File: src/rtl/hk_sram_ro_reader_pkg.sv
// Shared types for the housekeeping SRAM read-only burst reader: FSM encoding and width defaults.
package hk_sram_ro_pkg;

    localparam int ADDR_W_DEF = 8;
    localparam int LEN_W_DEF  = 8;

    typedef enum logic [1:0] {
        ST_IDLE = 2'd0,
        ST_SEL  = 2'd1,
        ST_WAIT = 2'd2,
        ST_SEND = 2'd3
    } state_e;

endpackage

File: src/rtl/hk_word_serializer.sv
// Presents a loaded 32-bit word as four bytes, LSB first; first byte valid the cycle after load.
// Byte, last flag and valid hold while out_ready_i is low; abort_i drops valid on the next edge.
module hk_word_serializer (
    input  logic        clk_i,
    input  logic        rst_i,
    input  logic        load_i,
    input  logic [31:0] word_i,
    input  logic        last_i,
    input  logic        abort_i,
    input  logic        out_ready_i,
    output logic        out_valid_o,
    output logic [7:0]  out_byte_o,
    output logic        out_last_o,
    output logic        done_o
);

    logic [31:0] word_q, word_d;
    logic [1:0]  idx_q, idx_d;
    logic        vld_q, vld_d;
    logic        last_q, last_d;
    logic        fire;

    assign fire = vld_q && out_ready_i;

    always_comb begin
        word_d = word_q;
        idx_d  = idx_q;
        vld_d  = vld_q;
        last_d = last_q;
        if (load_i) begin
            word_d = word_i;
            idx_d  = 2'd0;
            vld_d  = 1'b1;
            last_d = last_i;
        end else if (abort_i) begin
            vld_d = 1'b0;
            idx_d = 2'd0;
        end else if (fire) begin
            idx_d = idx_q + 2'd1;
            if (idx_q == 2'd3) begin
                vld_d = 1'b0;
            end
        end
    end

    always_ff @(posedge clk_i or posedge rst_i) begin
        if (rst_i) begin
            word_q <= '0;
            idx_q  <= '0;
            vld_q  <= 1'b0;
            last_q <= 1'b0;
        end else begin
            word_q <= word_d;
            idx_q  <= idx_d;
            vld_q  <= vld_d;
            last_q <= last_d;
        end
    end

    assign out_valid_o = vld_q;
    assign out_byte_o  = word_q[{idx_q, 3'b000} +: 8];
    // The last flag belongs to the word, so it is only shown on its final byte.
    assign out_last_o  = vld_q && last_q && (idx_q == 2'd3);
    assign done_o      = fire && (idx_q == 2'd3);

endmodule

File: src/rtl/hk_sram_ro_reader.sv
// Burst reader: one select per word on the SRAM read-only port, bytes streamed out; first byte 3 cycles after accept.
// Output waits on out_ready with no read-ahead, so 2 idle cycles (SEL, WAIT) separate consecutive words.
module hk_sram_ro_reader
    import hk_sram_ro_pkg::*;
#(
    parameter int ADDR_W = ADDR_W_DEF,
    parameter int LEN_W  = LEN_W_DEF
) (
    input  logic              core_clk,
    input  logic              core_rst,
    input  logic              req_valid,
    output logic              req_ready,
    input  logic [ADDR_W-1:0] req_addr,
    input  logic [LEN_W-1:0]  req_len,
    input  logic              abort,
    output logic              out_valid,
    input  logic              out_ready,
    output logic [7:0]        out_byte,
    output logic              out_last,
    output logic              busy,
    output logic              sram_ro_clk,
    output logic              sram_ro_csb,
    output logic [ADDR_W-1:0] sram_ro_addr,
    input  logic [31:0]       sram_ro_data
);

    // One extra bit so a zero length can stand for the full 2^LEN_W words.
    localparam int CNT_W = LEN_W + 1;

    state_e            state_q, state_d;
    logic [ADDR_W-1:0] addr_q, addr_d;
    logic [CNT_W-1:0]  cnt_q, cnt_d;
    logic              ser_load;
    logic              ser_last;
    logic              ser_done;

    always_ff @(posedge core_clk or posedge core_rst) begin
        if (core_rst) begin
            state_q <= ST_IDLE;
            addr_q  <= '0;
            cnt_q   <= '0;
        end else begin
            state_q <= state_d;
            addr_q  <= addr_d;
            cnt_q   <= cnt_d;
        end
    end

    always_comb begin
        state_d  = state_q;
        addr_d   = addr_q;
        cnt_d    = cnt_q;
        ser_load = 1'b0;
        ser_last = (cnt_q == CNT_W'(1));
        unique case (state_q)
            ST_IDLE: begin
                if (req_valid) begin
                    addr_d  = req_addr;
                    cnt_d   = (req_len == '0) ? {1'b1, {LEN_W{1'b0}}} : {1'b0, req_len};
                    state_d = ST_SEL;
                end
            end
            ST_SEL: begin
                state_d = abort ? ST_IDLE : ST_WAIT;
            end
            ST_WAIT: begin
                if (abort) begin
                    state_d = ST_IDLE;
                end else begin
                    ser_load = 1'b1;
                    addr_d   = addr_q + 1'b1;
                    cnt_d    = cnt_q - 1'b1;
                    state_d  = ST_SEND;
                end
            end
            ST_SEND: begin
                if (abort) begin
                    state_d = ST_IDLE;
                end else if (ser_done) begin
                    state_d = (cnt_q != '0) ? ST_SEL : ST_IDLE;
                end
            end
            default: state_d = ST_IDLE;
        endcase
    end

    hk_word_serializer u_ser (
        .clk_i       (core_clk),
        .rst_i       (core_rst),
        .load_i      (ser_load),
        .word_i      (sram_ro_data),
        .last_i      (ser_last),
        .abort_i     (abort),
        .out_ready_i (out_ready),
        .out_valid_o (out_valid),
        .out_byte_o  (out_byte),
        .out_last_o  (out_last),
        .done_o      (ser_done)
    );

    assign req_ready    = (state_q == ST_IDLE);
    assign busy         = (state_q != ST_IDLE);
    assign sram_ro_clk  = core_clk;
    assign sram_ro_csb  = (state_q != ST_SEL);
    assign sram_ro_addr = addr_q;

endmodule
File: config.mk
export PLATFORM = sky130hd
export DESIGN_NAME = hk_sram_ro_reader
export DESIGN_NICKNAME = d
export VERILOG_FILES = /design/src/rtl/hk_sram_ro_reader_pkg.sv /design/src/rtl/hk_word_serializer.sv /design/src/rtl/hk_sram_ro_reader.sv
export SDC_FILE = /design/constraint.sdc
export NUM_CORES = 1
export LEC_CHECK = 0
export CAP_MARGIN = 20
export CORE_MARGIN = 5
export CORE_UTILIZATION = 43
export DETAILED_ROUTE_END_ITERATION = 8
export PLACE_DENSITY = 0.84
export SLEW_MARGIN = 10
export SYNTH_ARGS = -nofsm -noshare
export SYNTH_HDL_FRONTEND = slang
export SYNTH_SLANG_ARGS = --single-unit
File: constraint.sdc
create_clock -name core_clk -period 1.6 [get_ports core_clk]
set_input_delay 0.16 -clock core_clk [delete_from_list [all_inputs] [get_ports core_clk]]
set_output_delay 0.16 -clock core_clk [all_outputs]
set_load 0.05 [all_outputs]
==> summary.md, run 1 <==
| Metric | Value |
|---|---|
| Register clock-pin slew on the reported worst setup and hold paths | 0.10 ns |
| Routed len/inst | 17.5 um |
| Cell count after synthesis | 240 |
| First-pass GRT wire length | 11.5 mm |
| Sw power | 2.99 mW |
| Gate power share | 49.9% |
| Port Buffers | 74 |
| Top FF cell, synth | dfrtp_1 |
| Synth area leader | dfrtp_1 |
| Worst-path maximum fanout | 8 |
| Commonest non-fill, non-tap cell in the layout | dfrtp_1 |
| Reg2reg path depth | 4 |
| RSZ-0062 raised after global routing | true |
| Clk Latency, worst-skew pair | 0.42 ns |
| Initial DRC Count | 111 |
| LEAKAGE | 1.64 nW |
| Slew Limit Fails | 0 |
| Total number of vias | 2276 |
| I/O pins | 75 |
| Crit Path Class | reg2out |
| Die ar. | 8070 um^2 |
| Setup crit end kind | output port |
| Die H | 89.8 um |
| DRT Pass-1 Iters | 4 |
| Asr flop ratio synth | 100% |
| Tightest Pin Transition | 0.317 ns |
| Startpoint Class | flip-flop |
| Worst vdd ir | 1.05 mV |
| Status | finished with violations |
| EDFF count, synth | 0 |
| Failing checks | negative setup slack |
| Clock power share | 15.4% |
| Net Sw Frac | 41.8% |
| Pre-CTS setup slack | -0.130 ns |
| Slew HR | 78.9% |
| Nets@finish | 393 |
| Antenna diode count | 0 |
| Row count | 29 |
| Min-Delay Path Class | in2async |
| Sequential Power Share | 34.7% |
| Initial core utilization | 43.7% |
| Final Instance Count excl. Fillers | 412 |
| FF-to-FF End | cnt_q[7] |
| Final worst setup slack | -0.207 ns |
| Multi-input logic area | 1360 um^2 |
| Placed Instances | 395 |
| CTS tree | yes |
| Most frequent cells in the layout | dfrtp_1, clkdlybuf4s50_1, mux2_2 |
| DIE WIDTH | 89.8 um |
| Critical Path RT | 1.44 ns |
| P per Cell Area | 1790 nW/um^2 |
| Hold-fix buffers, CTS | 0 |
| Tmin final | 1.81 ns |
| R2r startpoint | cnt_q[1] |
| Pint | 4.17 mW |
| Achievable frequency | 0.553 GHz |
| Slack of the worst reg-to-reg path | -0.18 ns |
| Critical Path AT | 1.65 ns |
| Mapped Nets | 298 |
| Critical Path Source | u_ser.idx_q[1] |
| Vias in the first global route | 2376 |
| Total design power | 7.16 mW |
| Register Area | 1380 um^2 |
| Drt via density | 5.52 |
| Fin. Hold Viols | 0 |
| Dpl hpwl | 4.88 mm |
| Post-synthesis sequential element count | 55 |
| Area Growth Syn to Fin | 46.3% |
| Mapped cell area | 2740 um^2 |
| Core ar. | 6280 um^2 |
| Yosys top cell area share | 50.2% |
| Netlist cell types | 40 |
| Worst Setup EP | out_byte[6] |
| Skew final | 0.0115 ns |
| Ratio of final minimum period to clock period | 113% |
| ANT nets after route | 0 |
| Routed Wire Length | 7.21 mm |
| Yosys warns | 0 |
| Fillers | 469 |
| Layout cell share with drive strength beyond 1 | 35.2% |
| Remaining DRCs | 0 |
| Fin util | 63.8% |
| Top post-synthesis cells by area | dfrtp_1, mux2_2, mux4_2 |
| Sequential share of the synthesized area | 50.2% |
| Routability cong. | 0.784 |
| Antenna violations before repair | 0 |
| Total gr overflow | 0 |
| Max-cap violation count | 0 |
| Largest net degree at the start of global routing | 56 |
| # setup viols final | 10 |
| Syn_area_per_cell | 11.4 um^2 |
| Tot GR Track Use | 17.7% |
| Setup tns final | -1.80 ns |
==> stage by stage <==
step | hold slack [ns] | instance area (um^2)
after floorplan | 0.296 | 2740
after global placement | 0.484 | 3700
after detailed placement | 0.492 | 3700
after CTS | 0.106 | 3910
after global routing | 0.111 | 4010
final | 0.0896 | 4010
==> cells by family (layout without fill, tap and decap cells) <==
logic type	Yosys count	after routing	synth area share, %
buffers and inverters	21	116	3.38
muxes	42	42	20.5
and+or+nand+nor	62	62	11.8
AOI/OAI and AO/OA	54	54	11.6
adders and majority gates	5	5	2.28
xor gates and xnor gates	1	1	0.320
DFF	55	55	50.2
==> how the worst min path moves through the flow <==
stage,endpoint,cells after the start
floorplan,cnt_q[0],2
global placement,u_ser.last_q,2
detailed placement,u_ser.last_q,2
CTS,u_ser.word_q[11],3
global route,u_ser.word_q[27],3
finish,u_ser.word_q[11],3
==> state kept, by name, indices dropped and copies added, names as in the netlist <==
signal,count
u_ser.last_q,1
u_ser.idx_q,2
state_q,2
u_ser.word_q,32
sram_ro_addr,8
cnt_q,9
u_ser.out_valid_o,1
==> worst max-delay path, cell delays in order, from the launching register on <==
cell,delay (ns)
dfrtp_1,0.39
buf_12,0.14
mux4_2,0.52
buf_6,0.17
==> synth_stat cells, types with 2 or more instances <==
cell and instances:
a21oi_1 17, a31oi_1 3, mux2i_1 2, buf_4 2, nor3_1 5, a2bb2oi_1 4
clkbuf_1 7, mux4_2 8, nand2_1 17, ha_1 5, nand2b_1 4, buf_2 5
nor3b_1 3, or3_1 2, nand4_1 3, nand3_1 4, or4_4 2, mux2_2 32
nor2_1 14, dfrtp_1 55, inv_1 6, o21ai_0 18, o22ai_1 5
==> cell type report <==
type | count | share of cell area (%)
Sequential cell | 55 | 34.4
Inverter | 6 | 0.687
Clock inverter | 2 | 0.406
Timing Repair Buffer | 99 | 25.1
Multi-Input combinational cell | 164 | 33.9
Clock buffer | 9 | 3.03
Tap cell | 77 | 2.40
==> what timing repair did <==
item / in CTS / in global routing
resized for setup: 16 / 17
setup endpoints to repair: 12 / 15
buffers inserted: 4 / 4
pin swaps: 0 / 3
endpoints found under the hold margin: 0 / 0
==> routing by layer <==
layer  up-vias  GRT usage (%)  share of wire [%]
li1       1078              -                  -
met1      1108           19.8                 38
met2        65           31.6                 55
met3        25           3.67                3.3
met4         0           8.56                3.9
met5         -              0                  0
==> power by group through the flow <==
stage / combinational, mW / clock [mW] / sequential, mW
CTS: 3.42 / 1.12 / 2.46
floorplan: 1.85 / 0.135 / 2.74
global route: 3.82 / 1.19 / 2.57
finish: 3.57 / 1.10 / 2.48
detailed placement: 3.28 / 0.144 / 2.48
global placement: 3.19 / 0.144 / 2.44
(Power assumes the default switching activity.)
==> run 2, diff against run 1 <==
HOLD_SLACK_MARGIN = 0.1   (was default)
PLACE_DENSITY = default   (was 0.84)
PLACE_DENSITY_LB_ADDON = 0.05   (was default)
==> run 2 against run 1 <==
Compared with the run above: the flow still finishes with violations (negative setup slack); via count shrank 0.70%; die area is the same; clock-buffer cell count grew 2; maximum frequency grew 1.2%; critical path type unchanged; critical endpoint unchanged; largest cell class unchanged.
==> summary.md, run 2 (synthesized netlist as in run 1, its figures left out) <==
| Metric | Value |
|---|---|
| LEAKAGE | 1.66 nW |
| DRT Pass-1 Iters | 4 |
| Layout cell share with drive strength beyond 1 | 34.7% |
| Initial core utilization | 43.7% |
| Ratio of final minimum period to clock period | 112% |
| Area Growth Syn to Fin | 46.4% |
| Setup tns final | -1.48 ns |
| CTS tree | yes |
| CP cell instances | buf_12 > mux4_2 > buf_6 |
| Row count | 29 |
| ANT nets after route | 0 |
| Buffers & Inverters on Critical Path | 2 |
| Failing checks | negative setup slack |
| Routed len/inst | 15.7 um |
| RSZ-0062 raised after global routing | true |
| # setup viols final | 10 |
| Final worst setup slack | -0.186 ns |
| Die H | 89.8 um |
| Antenna diode count | 0 |
| Max reg flops | 32 |
| P per Cell Area | 1780 nW/um^2 |
| Initial DRC Count | 84 |
| Crit Path Class | reg2out |
| Register clock-pin slew on the reported worst setup and hold paths | 0.10 ns |
| Total gr overflow | 0 |
| Post-route cell area | 4010 um^2 |
| Critical path's slowest cell | mux4_2 |
| Critical Path RT | 1.44 ns |
| Clk Latency, worst-skew pair | 0.42 ns |
| Tmin final | 1.79 ns |
| Setup crit end kind | output port |
| Nets@finish | 394 |
| Commonest non-fill, non-tap cell in the layout | dfrtp_1 |
| Worst vdd ir | 1.41 mV |
| Hold-fix buffers, CTS | 0 |
| Min-Delay Path Class | in2async |
| Total number of vias | 2260 |
| Routability cong. | 0.808 |
| Achievable frequency | 0.560 GHz |
| Area of placed instances | 3750 um^2 |
| Routed Wire Length | 6.49 mm |
| Fin. Hold Viols | 0 |
| Biggest register | u_ser.word_q |
| Tightest Pin Transition | 0.327 ns |
| Smallest hold slack | 0.118 ns |
| I/O pins | 75 |
| Most frequent cells in the layout | dfrtp_1, clkdlybuf4s50_1, mux2_2 |
| Core ar. | 6280 um^2 |
| Die ar. | 8070 um^2 |
| DIE WIDTH | 89.8 um |
| Status | finished with violations |
| Vias in the first global route | 2345 |
| Fillers | 540 |
| Slowest stage delay, CP | 0.51 ns |
| Largest net degree at the start of global routing | 56 |
| Startpoint Class | flip-flop |
| Remaining DRCs | 0 |
| Drt via density | 5.46 |
| Port Buffers | 74 |
| Slew Limit Fails | 0 |
| Tot GR Track Use | 16.8% |
| Worst-path maximum fanout | 9 |
| Total design power | 7.15 mW |
| Dpl hpwl | 4.59 mm |
| First-pass GRT wire length | 11.2 mm |
| Skew final | 0.00729 ns |
| Max-cap violation count | 0 |
| Antenna violations before repair | 0 |
| Pre-CTS setup slack | -0.117 ns |
| Critical Path AT | 1.63 ns |
| Slew HR | 78.2% |
| CP top delay family | multiplexers |
==> run 2: cell count changes in the layout (fill, tap and decap cells not counted), sizes merged <==
cell	change
inv	-1
clkinvlp	-1
clkdlybuf4s15	-1
clkinv	+1
buf	+1
clkbuf	+3
==> run 2: tightest hold or removal path, cell delays in order <==
cell	delay (ns)
clkdlybuf4s50_1	0.42
inv_2	0.07
buf_12	0.28
==> run 2: power by group <==
part | internal (mW) | total [mW] | switching [mW]
registers | 2.02 | 2.46 | 0.442
clock network | 0.573 | 1.17 | 0.595
logic | 1.65 | 3.53 | 1.88
total | 4.24 | 7.15 | 2.92
==> run 2: cell type report <==
class | instances | area [um^2] | area share (%)
inverter | 6 | 27.5 | 0.686
multi-input combinational | 164 | 1350 | 33.6
sequential | 55 | 1380 | 34.3
tap | 77 | 96.3 | 2.40
timing repair buffer | 100 | 1010 | 25.3
clock inverter | 1 | 8.76 | 0.218
clock buffer | 11 | 141 | 3.52
==> run 2: final timing paths <==
| path | slack [ns] | depth (start not counted) | startpoint | endpoint |
|---|---|---|---|---|
| max in group asynchronous | 1.23 | 3 | core_rst | u_ser.idx_q[0] |
| hold reg to reg | 0.51 | 1 | u_ser.word_q[15] | u_ser.word_q[15] |
| min in group core_clk | 0.31 | 3 | req_addr[1] | sram_ro_addr[1] |
| setup / recovery | -0.19 | 3 | u_ser.idx_q[1] | out_byte[6] |
| setup reg to reg | -0.12 | 4 | cnt_q[1] | cnt_q[7] |
| hold / removal | 0.12 | 3 | core_rst | u_ser.word_q[11] |
==> run 2: timing repair <==
item	4_1_cts	5_1_grt
setup buffers	2	1
pin swaps	0	3
endpoints found under the setup margin	12	15
gates cloned	0	0
resized for setup	13	16
==> run 2: routing by layer <==
| metal | wire, um | track usage [%] | up-vias |
|---|---|---|---|
| li1 | - | - | 1068 |
| met1 | 2910 | 22.2 | 1110 |
| met2 | 3070 | 25.9 | 73 |
| met3 | 419 | 5.09 | 9 |
| met4 | 93 | 6.17 | 0 |
| met5 | 0 | 0 | - |
==> run 2: through the flow <==
stage / instances / utilization, %
after global routing: 414 / 63.9
after floorplan: 240 / -
after global placement: 401 / 59.8
after detailed placement: 401 / 59.8
after CTS: 414 / 62.9
final: 414 / 63.9
==> run 3, diff against run 2 <==
CELL_PAD_IN_SITES_DETAIL_PLACEMENT = 0   (was default)
CELL_PAD_IN_SITES_GLOBAL_PLACEMENT = 1   (was default)
CORE_UTILIZATION = 34   (was 43)
GPL_TIMING_DRIVEN = 0   (was default)
==> run 3 against run 2 <==
Compared with the run above: the flow still finishes with violations (negative setup slack); clock-buffer cell count decreased by 2; first-iteration DRC count shrank 19%; worst setup slack lost 0.022 ns; final area shrank 1.7%; total power is 1.4% lower; clock power increased by 8%; highest routed layer unchanged; flip-flop and latch count stayed put.
==> summary.md, run 3 (synthesized netlist as in run 1, its figures left out) <==
| Metric | Value |
|---|---|
| Status | finished with violations |
| Failing checks | negative setup slack |
| Hold Path End | u_ser.out_valid_o |
| Biggest register | u_ser.word_q |
| Row count | 32 |
| Dpl hpwl | 4.98 mm |
| Setup crit end kind | output port |
| RSZ-0062 raised after global routing | true |
| Slack of the worst reg-to-reg path | -0.15 ns |
| I/O pins | 75 |
| Port Buffers | 73 |
| Slew HR | 53.5% |
| Critical Path AT | 1.65 ns |
| Post-route cell area | 3950 um^2 |
| First-pass GRT wire length | 11.4 mm |
| Worst-path maximum fanout | 6 |
| Routed len/inst | 16.2 um |
| Initial DRC Count | 68 |
| Area Growth Syn to Fin | 44.0% |
| Nets@finish | 393 |
| Layout cell share with drive strength beyond 1 | 32.5% |
| Tot GR Track Use | 14.6% |
| CTS tree | yes |
| Tmin final | 1.81 ns |
| Smallest hold slack | 0.124 ns |
| Core ar. | 7810 um^2 |
| Tightest Pin Transition | 0.697 ns |
| Total gr overflow | 0 |
| DRT Pass-1 Iters | 4 |
| Hold depth | 2 |
| Register clock-pin slew on the reported worst setup and hold paths | 0.10 ns |
| Pre-CTS setup slack | -0.781 ns |
| Crit Path Class | reg2out |
| Area of placed instances | 3600 um^2 |
| Total number of vias | 2220 |
| Die H | 99.8 um |
| Achievable frequency | 0.553 GHz |
| LEAKAGE | 1.63 nW |
| Antenna violations before repair | 0 |
| Routed Wire Length | 7.08 mm |
| Remaining DRCs | 0 |
| Max reg flops | 32 |
| P per Cell Area | 1790 nW/um^2 |
| Clk Latency, worst-skew pair | 0.41 ns |
| Worst vdd ir | 1.24 mV |
| Most frequent cells in the layout | dfrtp_1, clkdlybuf4s50_1, mux2_2 |
| Min-Delay Path Class | in2reg |
| Skew final | 0.00482 ns |
| Die ar. | 9960 um^2 |
| Largest net degree at the start of global routing | 56 |
| Vias in the first global route | 2248 |
| DIE WIDTH | 99.8 um |
| Hold-fix buffers, CTS | 0 |
| Slew Limit Fails | 0 |
| FF-to-FF End | cnt_q[7] |
| Initial core utilization | 35.1% |
| ANT nets after route | 0 |
| Routability cong. | 0.754 |
| Hold Startpoint | abort |
| Drt via density | 5.08 |
| # setup viols final | 9 |
| Final worst setup slack | -0.208 ns |
| Antenna diode count | 0 |
| Fin. Hold Viols | 0 |
| Ratio of final minimum period to clock period | 113% |
| Startpoint Class | flip-flop |
| Reg2reg path depth | 4 |
| Fillers | 741 |
| Max-cap violation count | 0 |
| Critical Path RT | 1.44 ns |
| R2r startpoint | cnt_q[1] |
==> run 3: worst max path at each step <==
stage                              start              end  slack (ns)  depth (start not counted)
after global routing      u_ser.idx_q[1]      out_byte[7]       -0.27                          3
after detailed placement  u_ser.idx_q[1]      out_byte[3]       -0.78                          3
after floorplan                 cnt_q[3]         cnt_q[7]       -0.07                          4
after CTS                 u_ser.idx_q[1]      out_byte[4]       -0.24                          3
final                     u_ser.idx_q[1]      out_byte[4]       -0.21                          3
after global placement          core_rst  u_ser.word_q[9]       -1.12                          2
==> run 3: area by class of cell <==
type | count | area, um^2 | share of cell area (%)
Clock inverter | 2 | 37.5 | 0.951
Inverter | 6 | 25.0 | 0.634
Clock buffer | 9 | 115 | 2.92
Sequential cell | 55 | 1380 | 35.0
Tap cell | 102 | 128 | 3.23
Buffer | 15 | 126 | 3.20
Multi-Input combinational cell | 164 | 1340 | 33.9
Timing Repair Buffer | 84 | 796 | 20.2
==> run 3: worst max-delay path, cell delays in order, from the launching register on <==
cell	delay [ns]
dfrtp_1	0.39
buf_8	0.15
mux4_2	0.52
buf_6	0.17
==> run 3: where the power goes <==
group	internal [mW]	switching [mW]	leakage, nW	total, mW
combinational	1.49	1.82	0.894	3.31
sequential	2.02	0.461	0.654	2.48
clock	0.664	0.599	0.0805	1.26
total	4.17	2.88	1.63	7.05
==> run 3: what timing repair did <==
| action | CTS | global route |
|---|---|---|
| hold endpoints to repair | 0 | 0 |
| buffers inserted | 6 | 6 |
| pin swaps | 1 | 2 |
| endpoints found under the setup margin | 69 | 52 |
| resized for setup | 111 | 30 |
==> run 3: routing by layer <==
layer / wire, um / track usage, % / up-vias
met5: 0 / 0 / -
met4: 85 / 5.25 / 0
met3: 320 / 3.61 / 8
met2: 3260 / 22.5 / 58
met1: 3410 / 20.0 / 1086
li1: - / - / 1068
==> run 3: per-stage QoR <==
stage / TNS, ns / instances / util [%] / power [mW]
after floorplan: -0.0731 / 240 / - / 4.72
after global placement: -82.44 / 415 / 46.1 / 5.74
after detailed placement: -21.21 / 415 / 46.2 / 5.78
after CTS: -1.93 / 431 / 49.5 / 6.98
after global routing: -2.26 / 437 / 50.5 / 7.49
final: -1.69 / 437 / 50.5 / 7.05
